File: config.mk
export PLATFORM = sky130hd
export DESIGN_NAME = aer_in_arbiter
export DESIGN_NICKNAME = d
export VERILOG_FILES = /design/src/rtl/aer_in_arbiter.sv
export SDC_FILE = /design/constraint.sdc
export NUM_CORES = 1
export LEC_CHECK = 0
export CAP_MARGIN = 0
export CORE_MARGIN = 1
export CORE_UTILIZATION = 56
export CTS_CLUSTER_DIAMETER = 50
export DETAILED_ROUTE_END_ITERATION = 12
export PLACE_DENSITY = 0.86
export SYNTH_ARGS = -nofsm -noshare
export SYNTH_HDL_FRONTEND = slang
export SYNTH_SLANG_ARGS = --single-unit
File: constraint.sdc
create_clock -name CLK -period 4.7 [get_ports CLK]
set_input_delay 0.47 -clock CLK [delete_from_list [all_inputs] [get_ports CLK]]
set_output_delay 0.47 -clock CLK [all_outputs]
set_load 0.005 [all_outputs]
File: src/rtl/aer_in_arbiter.sv
// Two-source round-robin arbiter sharing the core's 4-phase AER input link.
// Each source gets a private 4-phase slave handshake. All REQ/ACK inputs are synchronised first.
module aer_in_arbiter #(
    parameter int ADDR_W         = 10,
    parameter int SYNC_STAGES    = 2,
    parameter int SETUP_CYCLES   = 1,
    parameter int TIMEOUT_CYCLES = 4096,
    parameter int CNT_W          = 16
) (
    input  logic              CLK,
    input  logic              RST,
    input  logic [ADDR_W-1:0] SRC0_ADDR,
    input  logic              SRC0_REQ,
    output logic              SRC0_ACK,
    input  logic [ADDR_W-1:0] SRC1_ADDR,
    input  logic              SRC1_REQ,
    output logic              SRC1_ACK,
    input  logic [1:0]        SRC_EN,
    output logic [ADDR_W-1:0] AERIN_ADDR,
    output logic              AERIN_REQ,
    input  logic              AERIN_ACK,
    output logic              GRANT_ID,
    output logic              BUSY,
    input  logic              CLR_CNT,
    output logic [CNT_W-1:0]  EVT_CNT0,
    output logic [CNT_W-1:0]  EVT_CNT1,
    output logic              ERR_TIMEOUT
);

    typedef enum logic [1:0] {IDLE, SETUP, WAIT_ACK_H, WAIT_REL} state_t;

    localparam int SC_W = (SETUP_CYCLES > 1) ? $clog2(SETUP_CYCLES) : 1;
    localparam int TO_W = $clog2(TIMEOUT_CYCLES + 1);
    localparam logic [CNT_W-1:0] CNT_MAX = '1;

    logic [SYNC_STAGES-1:0] req0_sync_q, req1_sync_q, ack_sync_q;
    logic                   req0_s, req1_s, ack_s;

    state_t            state_q;
    logic [SC_W-1:0]   setup_cnt_q;
    logic [TO_W-1:0]   to_cnt_q;
    logic              gid_q, busy_q, areq_q, ack0_q, ack1_q, rr_q;
    logic [ADDR_W-1:0] addr_q;
    logic [CNT_W-1:0]  cnt0_q, cnt0_d, cnt1_q, cnt1_d;
    logic              err_q, err_d;

    logic elig0, elig1, win, win_req_s, rel_now, to_hit;

    always_ff @(posedge CLK or posedge RST) begin
        if (RST) begin
            req0_sync_q <= '0;
            req1_sync_q <= '0;
            ack_sync_q  <= '0;
        end else begin
            req0_sync_q[0] <= SRC0_REQ;
            req1_sync_q[0] <= SRC1_REQ;
            ack_sync_q[0]  <= AERIN_ACK;
            for (int i = 1; i < SYNC_STAGES; i++) begin
                req0_sync_q[i] <= req0_sync_q[i-1];
                req1_sync_q[i] <= req1_sync_q[i-1];
                ack_sync_q[i]  <= ack_sync_q[i-1];
            end
        end
    end

    assign req0_s = req0_sync_q[SYNC_STAGES-1];
    assign req1_s = req1_sync_q[SYNC_STAGES-1];
    assign ack_s  = ack_sync_q[SYNC_STAGES-1];

    always_comb begin
        elig0     = req0_s & SRC_EN[0];
        elig1     = req1_s & SRC_EN[1];
        // With a single eligible source the winner is simply that source.
        win       = (elig0 & elig1) ? rr_q : elig1;
        win_req_s = gid_q ? req1_s : req0_s;
        rel_now   = (state_q == WAIT_REL) && !ack_s && !win_req_s;
        to_hit    = (state_q == WAIT_ACK_H) && !ack_s &&
                    (to_cnt_q == TO_W'(TIMEOUT_CYCLES - 1));

        cnt0_d = cnt0_q;
        cnt1_d = cnt1_q;
        err_d  = err_q | to_hit;
        if (rel_now && !gid_q && (cnt0_q != CNT_MAX)) cnt0_d = cnt0_q + 1'b1;
        if (rel_now &&  gid_q && (cnt1_q != CNT_MAX)) cnt1_d = cnt1_q + 1'b1;
        if (CLR_CNT) begin
            cnt0_d = '0;
            cnt1_d = '0;
            err_d  = 1'b0;
        end
    end

    always_ff @(posedge CLK or posedge RST) begin
        if (RST) begin
            state_q     <= IDLE;
            setup_cnt_q <= '0;
            to_cnt_q    <= '0;
            gid_q       <= 1'b0;
            busy_q      <= 1'b0;
            areq_q      <= 1'b0;
            ack0_q      <= 1'b0;
            ack1_q      <= 1'b0;
            rr_q        <= 1'b0;
            addr_q      <= '0;
        end else begin
            case (state_q)
                IDLE: begin
                    if (elig0 | elig1) begin
                        addr_q      <= win ? SRC1_ADDR : SRC0_ADDR;
                        gid_q       <= win;
                        busy_q      <= 1'b1;
                        setup_cnt_q <= '0;
                        state_q     <= SETUP;
                    end
                end
                SETUP: begin
                    if (setup_cnt_q == SC_W'(SETUP_CYCLES - 1)) begin
                        areq_q   <= 1'b1;
                        to_cnt_q <= '0;
                        state_q  <= WAIT_ACK_H;
                    end else begin
                        setup_cnt_q <= setup_cnt_q + 1'b1;
                    end
                end
                WAIT_ACK_H: begin
                    if (ack_s) begin
                        areq_q  <= 1'b0;
                        ack0_q  <= ~gid_q;
                        ack1_q  <= gid_q;
                        state_q <= WAIT_REL;
                    end else if (to_cnt_q != TO_W'(TIMEOUT_CYCLES)) begin
                        // Timeout only flags an error; the transaction is never abandoned.
                        to_cnt_q <= to_cnt_q + 1'b1;
                    end
                end
                WAIT_REL: begin
                    if (rel_now) begin
                        ack0_q  <= 1'b0;
                        ack1_q  <= 1'b0;
                        busy_q  <= 1'b0;
                        rr_q    <= ~gid_q;
                        state_q <= IDLE;
                    end
                end
                default: state_q <= IDLE;
            endcase
        end
    end

    always_ff @(posedge CLK or posedge RST) begin
        if (RST) begin
            cnt0_q <= '0;
            cnt1_q <= '0;
            err_q  <= 1'b0;
        end else begin
            cnt0_q <= cnt0_d;
            cnt1_q <= cnt1_d;
            err_q  <= err_d;
        end
    end

    assign SRC0_ACK    = ack0_q;
    assign SRC1_ACK    = ack1_q;
    assign AERIN_ADDR  = addr_q;
    assign AERIN_REQ   = areq_q;
    assign GRANT_ID    = gid_q;
    assign BUSY        = busy_q;
    assign EVT_CNT0    = cnt0_q;
    assign EVT_CNT1    = cnt1_q;
    assign ERR_TIMEOUT = err_q;

endmodule

# Word level (Yosys, flattened, before mapping)
# Index checks and enable logic that the tools add are counted.
word_totals:
  latch_bits: 0
  ramBits: 0
  regBits: 71
  rom_bits: 0
  n_memories: 0
  wordCells: 95
  inputBits: 28
op_classes:
  n_eq_ne: 13
  muxes: 30
  n_div: 0
  reduce_logical: 26
  bitwise_logic: 6
  order_cmp: 0
  n_addsub: 4
  shifts: 0
  n_mul: 0
ops:
  columns: ["op", "count"]
  rows:
  - ["2-to-1 mux 16 bit", 4]
  - ["2-to-1 mux 13 bit", 3]
  - ["adder 16 x 1 -> 16 bit, second input constant", 2]
  - ["inequality test 16 bit, second input constant", 2]
  - ["one-hot mux 13 bit (2 select lines)", 1]
  - ["adder 13 x 1 -> 13 bit, second input constant", 1]
  - ["== test 13 x 12 -> 1 bit, second input constant", 1]
  - ["inequality test 13 bit, second input constant", 1]
  - ["nonzero test 2 bit", 6]
  - ["2-to-1 mux 1 bit", 11]
  - ["2-to-1 mux 10 bit", 1]
  - ["inequality test 2 bit, second input constant", 5]
  - ["one-hot mux 1 bit (2 select lines)", 5]
  - ["AND reduction 3 bit", 3]
  - ["logical AND 1 bit", 8]
  - ["2-to-1 mux 2 bit", 4]
  - ["one-hot mux 2 bit (4 select lines)", 1]
  - ["AND reduction 4 bit", 2]
  - ["AND reduction 2 bit", 3]
  - ["== test 2 bit, second input constant", 2]
  - ["bitwise AND 1 bit", 3]
  - ["logical NOT 1 bit", 3]
  - ["== test 2 x 1 -> 1 bit, second input constant", 1]
  - ["logical NOT 2 bit", 1]
  - ["4 further kinds", 5]

# Longest topological paths before layout
depth:
  ltp_word: 7
  depth_mapped: 7

# Worst setup path before layout
# Ideal clock, no wire load.
synth_timing:
  path_kind: "register to register"
  start: "register state_q[1]"
  end: "register cnt0_q[3], in the netlist EVT_CNT0[3]"
  path_stages_with_launch: 7
  required_time_ns: 4.623
  arrival_ns: 1.903
  synth_period_minus_slack_ns: 1.980
  setup_ns: 0.077
  n_path_buf: 2
  setup_slack_ns: 2.720
  cell_sequence: "dfrtp_1 > ha_1 > clkbuf_2 > or4b_4 > buf_6 > or4_1 > a21oi_1"
synth_between:
  elab_chain_cells: 6
synth_lines:
  columns: ["item", "line", "rtl"]
  rows:
  - ["from (decl)", "39", "state_t state_q;"]
  - ["from (signal assigned)", "94", "state_q <= IDLE;"]
  - ["from (signal assigned)", "112", "state_q <= SETUP;"]
  - ["from (signal assigned)", "119", "state_q <= WAIT_ACK_H;"]
  - ["== test 2 bit", "76", "rel_now = (state_q == WAIT_REL) && !ack_s && !win_req_s;"]
  - ["logical AND 1 bit (2 in a row)", "76", null]
  - ["logical AND 1 bit (2 in a row)", "83", "if (rel_now && !gid_q && (cnt0_q != CNT_MAX)) cnt0_d = cnt0_q + 1'b1;"]
  - ["nonzero test 2 bit (no source line)", null, null]
  - ["to (signal assigned)", "155", "cnt0_q <= cnt0_d;"]
  - ["to (decl)", "44", "logic [CNT_W-1:0] cnt0_q, cnt0_d, cnt1_q, cnt1_d;"]
# No other way between the ends.
# A chain may end at the register's enable or synchronous reset.

# Worst setup path after layout
layout_timing:
  start: "register state_q[0]"
  end: "register to_cnt_q[8]"
layout_between:
  elab_chain_cells: 3
layout_lines:
  columns: ["item", "line", "rtl"]
  rows:
  - ["== test 2 bit or == test 2 x 1 -> 1 bit (tied branches)", "105", "case (state_q)"]
  - ["inequality test 2 x 1 -> 1 bit (no source line) (tied with other cells)", null, null]
  - ["AND reduction 4 bit (no source line)", null, null]
  - ["to (signal assigned)", "132", "to_cnt_q <= to_cnt_q + 1'b1;"]
  - ["to (decl)", "41", "logic [TO_W-1:0] to_cnt_q;"]
# Parallel ways exist; a longest one is shown, timed or not.

==> flow_summary_export.csv <==
group,metric,value,unit
sta,fin_crit,2.58,ns
cts,clockBufferDepth,2,
cts,cts_hold_buf,0,
detailed_routing,wl,8870,um
sta,slew-limit-headroom,0.347,
floorplan,chipHeight,83.8,um
sta,hold_violations,0,
floorplan,rows,29,
synth,synth_top_area_frac,0.467,
cells_and_area,layout-area-overhead-vs-synth,27.2,%
synth,synth_edf_count,0,
pwr,p_per_area,378,nW/um2
sta,worst_pin_slew,0.971,ns
cts,cts_root_buf,"clkbuf_8",
cts,clk_latency,0.34,ns
cts,clk_pin_slew,0.07,ns
synth,ys_top_cells_by_count,"dfrtp_1, nand2_1, a21oi_1, o21ai_0, nand3_1",
grt,use_met2,0.412,
detailed_routing,avgViaCountPerCell,6.30,
detailed_routing,drtIter0Drc,209,
cts,cts.htree.levels,3,
synth,yosys.area.top_type,"dfrtp_1",
cells_and_area,antenna_cells,0,
cells_and_area,drive_gt1_frac,0.0815,
synth,yosysMostFrequentCell,"dfrtp_1",
run_status,run_status,"finished, violations left",
setup_path,slowest_delay,0.75,ns
sta,rsz0062_at_grt,"no",
detailed_routing,final_antenna_net_count,0,
synth,ys.flop_type,"dfrtp_1",
synth,ys_warn_count,0,
sta,timing.fmax,388,MHz
sta,min_period_over_period,0.549,
synth,netlist_top_cells_area,"dfrtp_1, mux2i_1, a21oi_1",
cts,cts_resized,0,
cells_and_area,nets,498,
synth,syn_avg_cell_area,9.69,um2
setup_path,worstPathCellList,"inv_1 -> ha_1 -> nand2b_1 -> a31oi_1 -> nor2_1 -> a211o_1",
place,port_buffers,75,
grt,grt_max_degree,38,
detailed_routing,post_drt_wl_per_cell,16.3,um
run_status,violations,"design-rule violations",
floorplan,initial_core_util,0.584,
pwr,vdd_drop_max,0.345,mV
grt,grt_overflow,0,
synth,synth_fp_nets,423,
detailed_routing,drc,6,
cts,cts_setup_buffers,0,
sta,setup_tns,0,ns
place,placedInstanceArea,4550,um2
detailed_routing,first_pass_iters,9,
setup_path,path_max_fanout,13,
floorplan,io_pins,76,
setup_path,worstSetupStartpointType,"register",
setup_path,required,4.93,ns
cts,cts_sinks,70,
cts,cts_buffers,9,
grt,use_met3,0.0781,
grt,grt_pass1_wl,15100,um
synth,yosysUniqueCellTypes,48,
place,hpwl,6070,um
synth,ys_seq_area_frac,0.467,
place,place.gp.congestion,0.942,
setup_path,slowest_stage,"a31oi_1",
grt,met1_usage,0.357,
cts,tritoncts,"done",
flow_run,cap_viol_max_count,0,
worst_hold_path,holdCritPathClass,"register to register",
sta,skew,0.00960,ns
sta,setup_violations,0,
synth,ys_async_sr_fraction,1.00,
detailed_routing,vias,3423,
floorplan,fp.dieW,83.8,um
synth,ys_seq_elements,70,
setup_path,cp.arrival,2.81,ns
setup_path,crit_type,"register to register",
grt,busiest_layer,"met2",
synth,synth.cell_area,3750,um2
floorplan,die_area,7030,um2
pwr,p_leak,1.95,nW
synth,synth_cells,387,
sta,drv_slew,0,
floorplan,design.core.area,6420,um2
setup_path,cp-end-kind,"register",
grt,antenna_found_initial,0,
cells_and_area,fin_area,4770,um2
grt,grt_util_all_layers,0.268,
grt,grt_pass1_vias,3273,
[cells in the final DEF, fill, tap and decap left out, types with 3 or more instances in the layout]
master and count:
a211oi_1 3, clkdlybuf4s50_1 75, o22a_1 3, a211o_1 3, buf_4 4, or4_1 15, or3_1 7, clkbuf_8 11
dfrtp_1 70, and3_1 11, inv_1 14, nand3_1 17, a21oi_1 30, nor2_1 16, nand4_1 14, ha_1 8
o41ai_1 3, o31ai_1 15, mux2i_1 16, o21ai_0 25, nand2b_1 4, nand2_1 39, and4_1 4, nor4_1 9
nor2b_1 8, nor3_1 4, mux2_2 9
[sequential cells by signal, summed over array words and instances, names as in the netlist]
register     cells
req0_sync_q      2
ERR_TIMEOUT      1
state_q          2
AERIN_REQ        1
rr_q             1
ack_sync_q       2
EVT_CNT1        16
SRC1_ACK         1
BUSY             1
EVT_CNT0        16
req1_sync_q      2
GRANT_ID         1
AERIN_ADDR      10
SRC0_ACK         1
to_cnt_q        13
[path summary, 6_finish.rpt]
check	startpoint	to	slack, ns	cells past startpoint
worst max-delay path	state_q[0]$_DFFE_PP0P_	to_cnt_q[8]$_DFFE_PP0P_	2.12	6
worst min-delay path	req1_sync_q[0]$_DFF_PP0_	req1_sync_q[1]$_DFF_PP0_	0.35	0
worst max register to register	state_q[0]$_DFFE_PP0P_	to_cnt_q[8]$_DFFE_PP0P_	2.12	6
worst min register to register	req1_sync_q[0]$_DFF_PP0_	req1_sync_q[1]$_DFF_PP0_	0.35	0
max in group asynchronous	RST	EVT_CNT1[14]$_DFFE_PP0P_	3.18	3
min in group asynchronous	RST	AERIN_ADDR[8]$_DFFE_PP0P_	0.60	2
[final cells by class]
type / count / area, um2
Multi-Input combinational cell: 287 / 1860
Tap cell: 77 / 96.3
Sequential cell: 70 / 1750
Clock inverter: 4 / 70.1
Inverter: 15 / 56.3
Clock buffer: 11 / 151
Fill cell: 442 / 1650
Timing Repair Buffer: 79 / 781
[per-layer routing]
metal,vias to the layer above,wire length (um),share of wire
met5,-,0,0
met4,0,170,0.019
met3,26,698,0.079
met2,150,4220,0.48
met1,1632,3780,0.43
li1,1615,-,-
[cell families after synthesis]
group,after synthesis,synth area share
flops,70,0.467
mux,25,0.0697
compound gates,93,0.155
fa+ha+maj,8,0.0267
buf+inv,30,0.0357
simple gates,161,0.245
[worst max-delay path: cells and delay by family, from the launching register on]
family	cells	cell delay [ns]
flops	1	0.41
simple gates	2	0.43
fa+ha+maj	1	0.44
buf+inv	1	0.11
compound gates	2	1.09
[through the flow]
stage / hold WS, ns / util / setup slack [ns] / power (mW) / instances
global placement: 0.334 / 0.708 / 2.35 / 1.24 / 528
global route: 0.355 / 0.743 / 1.92 / 1.91 / 543
CTS: 0.354 / 0.743 / 2.14 / 1.81 / 543
detailed placement: 0.339 / 0.708 / 2.15 / 1.27 / 528
finish: 0.354 / 0.743 / 2.12 / 1.80 / 543
floorplan: 0.331 / - / 2.46 / 1.04 / 387
[where the power goes]
part	switching [mW]	internal [mW]	total, mW
sequential	0.0794	0.693	0.773
combinational	0.236	0.248	0.484
clock	0.221	0.323	0.545
total	0.537	1.26	1.80
(Power assumes the default switching activity.)
